**config.mk**
```make
export PLATFORM = sky130hd
export DESIGN_NAME = mips_cpu_pc_sequencer
export DESIGN_NICKNAME = d
export VERILOG_FILES = /design/src/rtl/mips_cpu_pkg.sv /design/src/rtl/mips_cpu_branch_target.sv /design/src/rtl/mips_cpu_pc_sequencer.sv
export SDC_FILE = /design/constraint.sdc
export NUM_CORES = 1
export LEC_CHECK = 0
export ABC_AREA = 1
export CAP_MARGIN = 20
export CORE_MARGIN = 10
export CORE_UTILIZATION = 50
export DETAILED_ROUTE_END_ITERATION = 8
export PLACE_DENSITY = 0.79
export SYNTH_ARGS = -nofsm -noshare
export SYNTH_HDL_FRONTEND = slang
export SYNTH_SLANG_ARGS = --single-unit
```
**constraint.sdc**
```tcl
create_clock -name clk -period 3.3 [get_ports clk]
set_clock_uncertainty 0.05 [all_clocks]
set_input_delay 0.33 -clock clk [delete_from_list [all_inputs] [get_ports clk]]
set_output_delay 0.33 -clock clk [all_outputs]
set_load 0.01 [all_outputs]
```
**src/rtl/mips_cpu_pkg.sv**
```systemverilog
// Shared definitions for the MIPS core's PC sequencing logic.
//   RESET_VECTOR_DEFAULT : boot address loaded on reset
//   HALT_ADDR_DEFAULT    : control-transfer target that stops the core
//   WORD_BYTES           : instruction size in bytes (sequential PC step)
//   pc_state_t           : sequencer state encoding
package mips_cpu_pkg;

  localparam logic [31:0] RESET_VECTOR_DEFAULT = 32'hBFC0_0000;
  localparam logic [31:0] HALT_ADDR_DEFAULT    = 32'h0000_0000;
  localparam logic [31:0] WORD_BYTES           = 32'd4;

  typedef enum logic [1:0] {
    RUN    = 2'd0,
    DELAY  = 2'd1,
    HALTED = 2'd2
  } pc_state_t;

endpackage

```
**src/rtl/mips_cpu_branch_target.sv**
```systemverilog
// Combinational control-transfer target select for the PC sequencer.
// Ports:
//   pc_i           current instruction address
//   imm_i          branch word offset (instruction[15:0])
//   instr_index_i  J/JAL index (instruction[25:0])
//   rs_data_i      register rs value (JR/JALR target)
//   branch_i       conditional branch present
//   cond_true_i    ALU branch condition
//   jump_i         J/JAL present
//   jump_reg_i     JR/JALR present
//   target_o       selected target address
//   taken_o        control transfer will occur after the delay slot
module mips_cpu_branch_target
  import mips_cpu_pkg::*;
(
  input  logic [31:0] pc_i,
  input  logic [15:0] imm_i,
  input  logic [25:0] instr_index_i,
  input  logic [31:0] rs_data_i,
  input  logic        branch_i,
  input  logic        cond_true_i,
  input  logic        jump_i,
  input  logic        jump_reg_i,
  output logic [31:0] target_o,
  output logic        taken_o
);

  logic [31:0] pc_plus4;
  logic [31:0] br_offset;
  logic [31:0] br_target;
  logic [31:0] j_target;

  assign pc_plus4  = pc_i + WORD_BYTES;
  // Word offset sign-extended and scaled to bytes.
  assign br_offset = {{14{imm_i[15]}}, imm_i, 2'b00};
  assign br_target = pc_plus4 + br_offset;
  // J-type target lives in the 256 MB region of the delay-slot instruction.
  assign j_target  = {pc_plus4[31:28], instr_index_i, 2'b00};

  always_comb begin
    target_o = br_target;
    taken_o  = 1'b0;
    if (jump_reg_i) begin
      target_o = rs_data_i;
      taken_o  = 1'b1;
    end else if (jump_i) begin
      target_o = j_target;
      taken_o  = 1'b1;
    end else if (branch_i && cond_true_i) begin
      target_o = br_target;
      taken_o  = 1'b1;
    end
  end

endmodule

```
**src/rtl/mips_cpu_pc_sequencer.sv**
```systemverilog
// Program-counter sequencer with a one-instruction branch delay slot.
// Owns the PC, the pending redirect target and the halt flag.
//
//   state  | meaning
//   -------+-----------------------------------------------------------
//   RUN    | sequential fetch; a taken transfer latches its target
//   DELAY  | executing the delay-slot instruction; target pending
//   HALTED | control reached HALT_ADDR; frozen until reset
//
// Ports:
//   clk, reset        clock; synchronous active-high reset
//   stall             hold all state this cycle
//   branch, cond_true conditional branch and its ALU condition
//   jump, jump_reg    J/JAL and JR/JALR strobes
//   instr_index, imm  instruction fields for jump/branch targets
//   rs_data           JR/JALR target
//   pc                address of the executing instruction
//   link_addr         pc+8 return address
//   delay_slot        current instruction is a delay-slot instruction
//   active            1 = running, 0 = halted
module mips_cpu_pc_sequencer
  import mips_cpu_pkg::*;
#(
  parameter logic [31:0] RESET_VECTOR = RESET_VECTOR_DEFAULT,
  parameter logic [31:0] HALT_ADDR    = HALT_ADDR_DEFAULT
) (
  input  logic        clk,
  input  logic        reset,
  input  logic        stall,
  input  logic        branch,
  input  logic        cond_true,
  input  logic        jump,
  input  logic        jump_reg,
  input  logic [25:0] instr_index,
  input  logic [15:0] imm,
  input  logic [31:0] rs_data,
  output logic [31:0] pc,
  output logic [31:0] link_addr,
  output logic        delay_slot,
  output logic        active
);

  pc_state_t   state_q;
  logic [31:0] pc_q;
  logic [31:0] target_q;
  logic        delay_slot_q;
  logic        active_q;

  logic [31:0] pc_plus4;
  logic [31:0] target;
  logic        taken;

  assign pc_plus4 = pc_q + WORD_BYTES;

  mips_cpu_branch_target u_branch_target (
    .pc_i          (pc_q),
    .imm_i         (imm),
    .instr_index_i (instr_index),
    .rs_data_i     (rs_data),
    .branch_i      (branch),
    .cond_true_i   (cond_true),
    .jump_i        (jump),
    .jump_reg_i    (jump_reg),
    .target_o      (target),
    .taken_o       (taken)
  );

  always_ff @(posedge clk) begin
    if (reset) begin
      state_q      <= RUN;
      pc_q         <= RESET_VECTOR;
      target_q     <= '0;
      delay_slot_q <= 1'b0;
      active_q     <= 1'b1;
    end else if (!stall) begin
      case (state_q)
        RUN: begin
          pc_q <= pc_plus4;
          if (taken) begin
            target_q     <= target;
            state_q      <= DELAY;
            delay_slot_q <= 1'b1;
          end
        end
        DELAY: begin
          // Transfer requests seen during the delay slot are ignored.
          pc_q         <= target_q;
          delay_slot_q <= 1'b0;
          if (target_q == HALT_ADDR) begin
            state_q  <= HALTED;
            active_q <= 1'b0;
          end else begin
            state_q <= RUN;
          end
        end
        HALTED: begin
          pc_q <= HALT_ADDR;
        end
        default: begin
          state_q      <= RUN;
          delay_slot_q <= 1'b0;
        end
      endcase
    end
  end

  assign pc         = pc_q;
  assign link_addr  = pc_q + 32'd8;
  assign delay_slot = delay_slot_q;
  assign active     = active_q;

endmodule
```
* Word-level counts from Yosys, hierarchy flattened *
Index checks and enable logic that the tools add are counted.

storage, ports and cells
  register bits = 68
  input bits = 81
  output and inout port bits = 66
  logic and storage cells = 32

operators by class
  add/subtract/negate cells = 3
  equal/unequal tests = 3
  multiplexer cells = 11
  bitwise gates (word level) = 2
  reduce and logical (&&, ||, !) cells = 8

operator list
  kind                   count
  $pmux 32 s3            1
  $mux 32                2
  $add 32x3->32 const B  1
  $add 32x32->32         1
  $add 32x4->32 const B  1
  $logic_not 32->1       1
  $reduce_and 3->1       3
  $pmux 2 s3             1
  $mux 1                 4
  $mux 2                 2
  $reduce_bool 3->1      1
  $eq 2x1->1 const B     1
  $eq 2x2->1 const B     1
  $logic_not 2->1        1
  $ne 2x2->1 const B     1
  $not 1->1              2
  $pmux 1 s2             1
  $reduce_and 2->1       1
  $logic_and 1x1->1      1

* Depth between registers and ports, before layout *
  depth after elaboration = 6
  mapped depth = 25
  mapped depth without buffers = 25

* Cells and area by module *
From an unflattened synthesis, not the netlist that was laid out.

unflattened totals
  cell total of the unflattened synthesis = 1322
  area, all modules = 7574.8 um^2

by module, submodules not included
  module                  instances  cells an instance  area an instance (um^2)  seq. area each (um^2)
  mips_cpu_pc_sequencer   1          623                4042.6                   1341.3
  mips_cpu_branch_target  1          699                3532.1                   0.0

* Worst setup path after synthesis *
OpenSTA, ideal clock, no wires.

  path type = flip-flop to flip-flop
  from = register pc_q[4], in the netlist pc[4]
  to = register target_q[31]
  data arrival time = 2733 ps
  required time = 3183 ps
  slack = 449 ps
  cell stages (with the launch flop) = 24
  period minus slack after synthesis = 2851 ps
  cells stage by stage = dfxtp_1 ha_1 nand3_2 nor2_4 nand2_2 nor2_4 xor2_2 nand2_1 nand2_1 ha_1 nand2_1 inv_1 nand2_1 and2_1 nand2_1 nand2_1 nand2_1 a21oi_1 nand2_1 nand2_1 nand2_1 nand2_1 nand2_1 a21oi_2

on the way
  cells in the longest elaborated chain, start to end = 4

ends and longest elaborated chain
  item                    RTL line                      RTL
  start, declared         mips_cpu_pc_sequencer.sv:44   logic [31:0] pc_q;
  start signal, assigned  mips_cpu_pc_sequencer.sv:78   pc_q <= pc_plus4;
  start signal, assigned  mips_cpu_pc_sequencer.sv:87   pc_q <= target_q;
  $add 32x3->32 (*)       mips_cpu_branch_target.sv:33  assign pc_plus4 = pc_i + WORD_BYTES;
  $add 32x32->32          mips_cpu_branch_target.sv:36  assign br_target = pc_plus4 + br_offset;
  $mux 32 (*)             mips_cpu_branch_target.sv:46  end else if (jump_i) begin
  $mux 32 (*)             mips_cpu_branch_target.sv:43  if (jump_reg_i) begin
  end signal, assigned    mips_cpu_pc_sequencer.sv:80   target_q <= target;
  end, declared           mips_cpu_pc_sequencer.sv:45   logic [31:0] target_q;

Every way passes the cells marked *; elsewhere a longest branch is shown, timed or not.
A chain may end at the register's enable or synchronous reset.

* Worst setup path after layout *
  from = register pc_q[3], in the netlist pc[3]
  to = register target_q[28]

Same word-level chain as after synthesis.

==> impl_metrics.yaml <==
clocking:
  path_clk_slew_ns: 0.06
  cts_max_path_buffers: 2
  cts_tree: "built"
  clk_latency_ns: 0.34
  htree_levels: 3
  cts_root_buf: "clkbuf_16"
  clkSinkCount: 67
  numCtsBuffers: 9
sta:
  worst_slew_pin_slew_ns: 1.060
  finalCritPeriodShare_pct: 95.94
  rsz0062_at_grt: "yes"
  setup_viol: 0
  relSlewSlack_pct: 29.29
  fin_crit_ns: 3.166
  slew_violations: 0
  finalHoldViolCount: 0
  setup_ws_ns: 0.1338
  max_freq_mhz: 315.8
pwr:
  p_leak_nw: 4.315
  power_density_nw_per_um2: 370.6
  p_total_mw: 3.461
  ir_drop_mv: 0.3087
cells_and_area:
  area_delta_synth_final_pct: 39.77
  n_antenna_cell: 0
  layout.cells.most_common_list: "nand2_1, clkdlybuf4s50_1, inv_1"
  final_common_cell: "nand2_1"
  fin_cells: 1483
  fin_nets: 1425
  drive_gt1_share_pct: 13.93
  fin_area_um2: 9340
setup_path:
  r2r_end: "target_q[28]"
  reg2reg_depth: 19
  critPathCaptureType: "register"
  reg2reg_slack_ns: 0.13
  startpoint_type: "register"
  timing.rr.start: "pc[3]"
  cp.arrival_ns: 3.39
  crit_type: "reg -> reg"
  required_ns: 3.52
  critPathMaxFanout: 4
logic_synthesis:
  synth_ff_type: "dfxtp_1"
  synth_fp_nets: 1239
  synthDistinctLibCells: 49
  syn_area_per_cell_um2: 5.988
  postSynthCellCount: 1116
  ys_seq_area_share_pct: 20.07
  syn_area_um2: 6683
  synth_edf_count: 0
  synth-seq-cells: 67
  yosys_warnings: 0
  synth_async_sr_flop_share_pct: 0
run:
  maxCapViolCount: 0
grt:
  antenna_found_initial: 0
  grt_max_degree: 53
  grt_pass1_wl_mm: 39.19
  grt_pass1_vias: 7405
  grt.total_usage_pct: 26.74
  grt-ovfl-total: 0
floorplan:
  rows: 42
  fp.dieW_um: 135.6
  start_util_pct: 50.66
  coreArea_um2: 13190
  die_h_um: 135.6
  ios: 147
  die_area_um2: 18390
worst_hold_path:
  min_path_type: "reg -> reg"
  hold_depth: 2
  hp-start: "active"
  whs_endpoint: "active"
drt:
  viasPerCell: 5.436
  final_antenna_net_count: 0
  drt_wl_total_mm: 26.18
  num_vias: 8062
  drt_iter0_markers: 687
  post_drt_wl_per_cell_um: 17.65
  drc: 0
  dr.pass1.iters: 5
placement:
  gp_congestion: 0.9731
  io_buffers: 146
  placed_cells: 1459
  placed_area_um2: 8642
  dp_hpwl_mm: 20.76
  dp_slack_ns: -0.09827
outcome:
  outcome: "finished, final reports clean"
Yosys cell counts, types with 3 or more instances:
library cell / number / share of area, %
o21ai_0: 45 / 3.4
o211ai_1: 11 / 1.2
clkbuf_1: 25 / 1.4
nand3_1: 55 / 4.1
buf_4: 4 / 0.45
buf_1: 4 / 0.22
nor3_1: 7 / 0.52
nand2_2: 11 / 1.0
buf_2: 5 / 0.37
nor2_1: 106 / 6.0
and2_1: 3 / 0.28
clkinv_1: 4 / 0.22
xor2_1: 44 / 5.8
nor4_1: 7 / 0.66
nor2_4: 7 / 1.2
a21oi_1: 89 / 6.7
nand2_1: 369 / 21
nand3b_1: 6 / 0.67
nand4_1: 7 / 0.66
ha_1: 41 / 7.7
inv_1: 112 / 6.3
dfxtp_1: 67 / 20
inv_2: 5 / 0.28
a31oi_1: 21 / 2.0
o21ai_1: 7 / 0.52
o21bai_1: 7 / 0.79
nor3_2: 4 / 0.60
xnor2_1: 16 / 2.1
how the worst max path moves through the flow:
stage / slack, ns / cells after the start / startpoint / to
2_1_floorplan: 0.45 / 23 / pc[4] / target_q[31]
3_3_place_gp: -0.05 / 14 / pc[3] / target_q[14]
3_5_place_dp: -0.1 / 14 / pc[3] / target_q[14]
4_1_cts: -0.01 / 14 / pc[3] / target_q[14]
5_1_grt: -0.04 / 18 / pc[3] / target_q[27]
6_report: 0.13 / 19 / pc[3] / target_q[28]
routing by layer:
layer	GRT usage (%)	wire length, um	vias to the layer above
met5	0	0	-
met4	10.23	904	0
met3	4.488	2118	46
met2	44.79	12300	356
met1	33.38	10860	3688
li1	-	-	3972
cell families (layout without fill, tap and decap cells):
group / count (synthesis) / after routing / synth area share (%)
DFF: 67 / 67 / 20.07
buffers and inverters: 160 / 351 / 9.418
and+or+nand+nor: 595 / 595 / 38.51
muxes: 1 / 1 / 0.1498
AOI/OAI and AO/OA: 190 / 190 / 15.77
xor gates and xnor gates: 61 / 61 / 8.107
adders and majority gates: 42 / 42 / 7.976
state kept, by name (all words and copies together) (netlist names):
signal	flops
target_q	32
active	1
pc	32
delay_slot	1
state_q	1
power breakdown:
group	internal, mW	switching, mW	leakage, nW
Clock	0.736	0.379	0.165
Sequential	0.884	0.0898	0.557
Combinational	0.591	0.780	3.59
Total	2.21	1.25	4.31
final cells by class:
class	count	area, um^2
multi-input combinational	889	4987
fill	1151	3850
timing repair buffer	214	1972
sequential	67	1365
inverter	121	454.2
clock buffer	9	225.2
tap	176	220.2
clock inverter	7	116.4
what timing repair did:
action | in CTS | in global routing
endpoints found under the hold margin | 0 | 0
pin swaps | 0 | 12
hold buffers | 0 | 0
gates cloned | 0 | 0
setup endpoints to repair | 4 | 19
resized for setup | 1 | 68
buffers inserted | 0 | 8
critical path, stage by stage, from the launching register on:
cell,delay (ns)
dfxtp_2,0.36
ha_2,0.23
nand2_1,0.16
nor3_1,0.17
buf_4,0.16
xor2_1,0.31
ha_1,0.36
nand2_1,0.10
nand2_1,0.07
inv_1,0.07
nor2_1,0.04
nor2_1,0.17
nand2_1,0.22
nand2_1,0.14
nand3_1,0.07
nand2_1,0.06
nand3_1,0.11
nand2_1,0.09
nand2_1,0.06
a21oi_2,0.10
per-stage QoR:
stage | utilization (%) | hold WS, ns | TNS [ns]
finish | 70.81 | 0.4239 | 0
global route | 70.81 | 0.4614 | -0.1139
CTS | 68.17 | 0.4269 | -0.01000
detailed placement | 65.52 | 0.4135 | -0.2455
global placement | 65.52 | 0.4053 | -0.09243
floorplan | - | 0.3580 | 0
No activity file was read; power rests on OpenSTA's default activity.
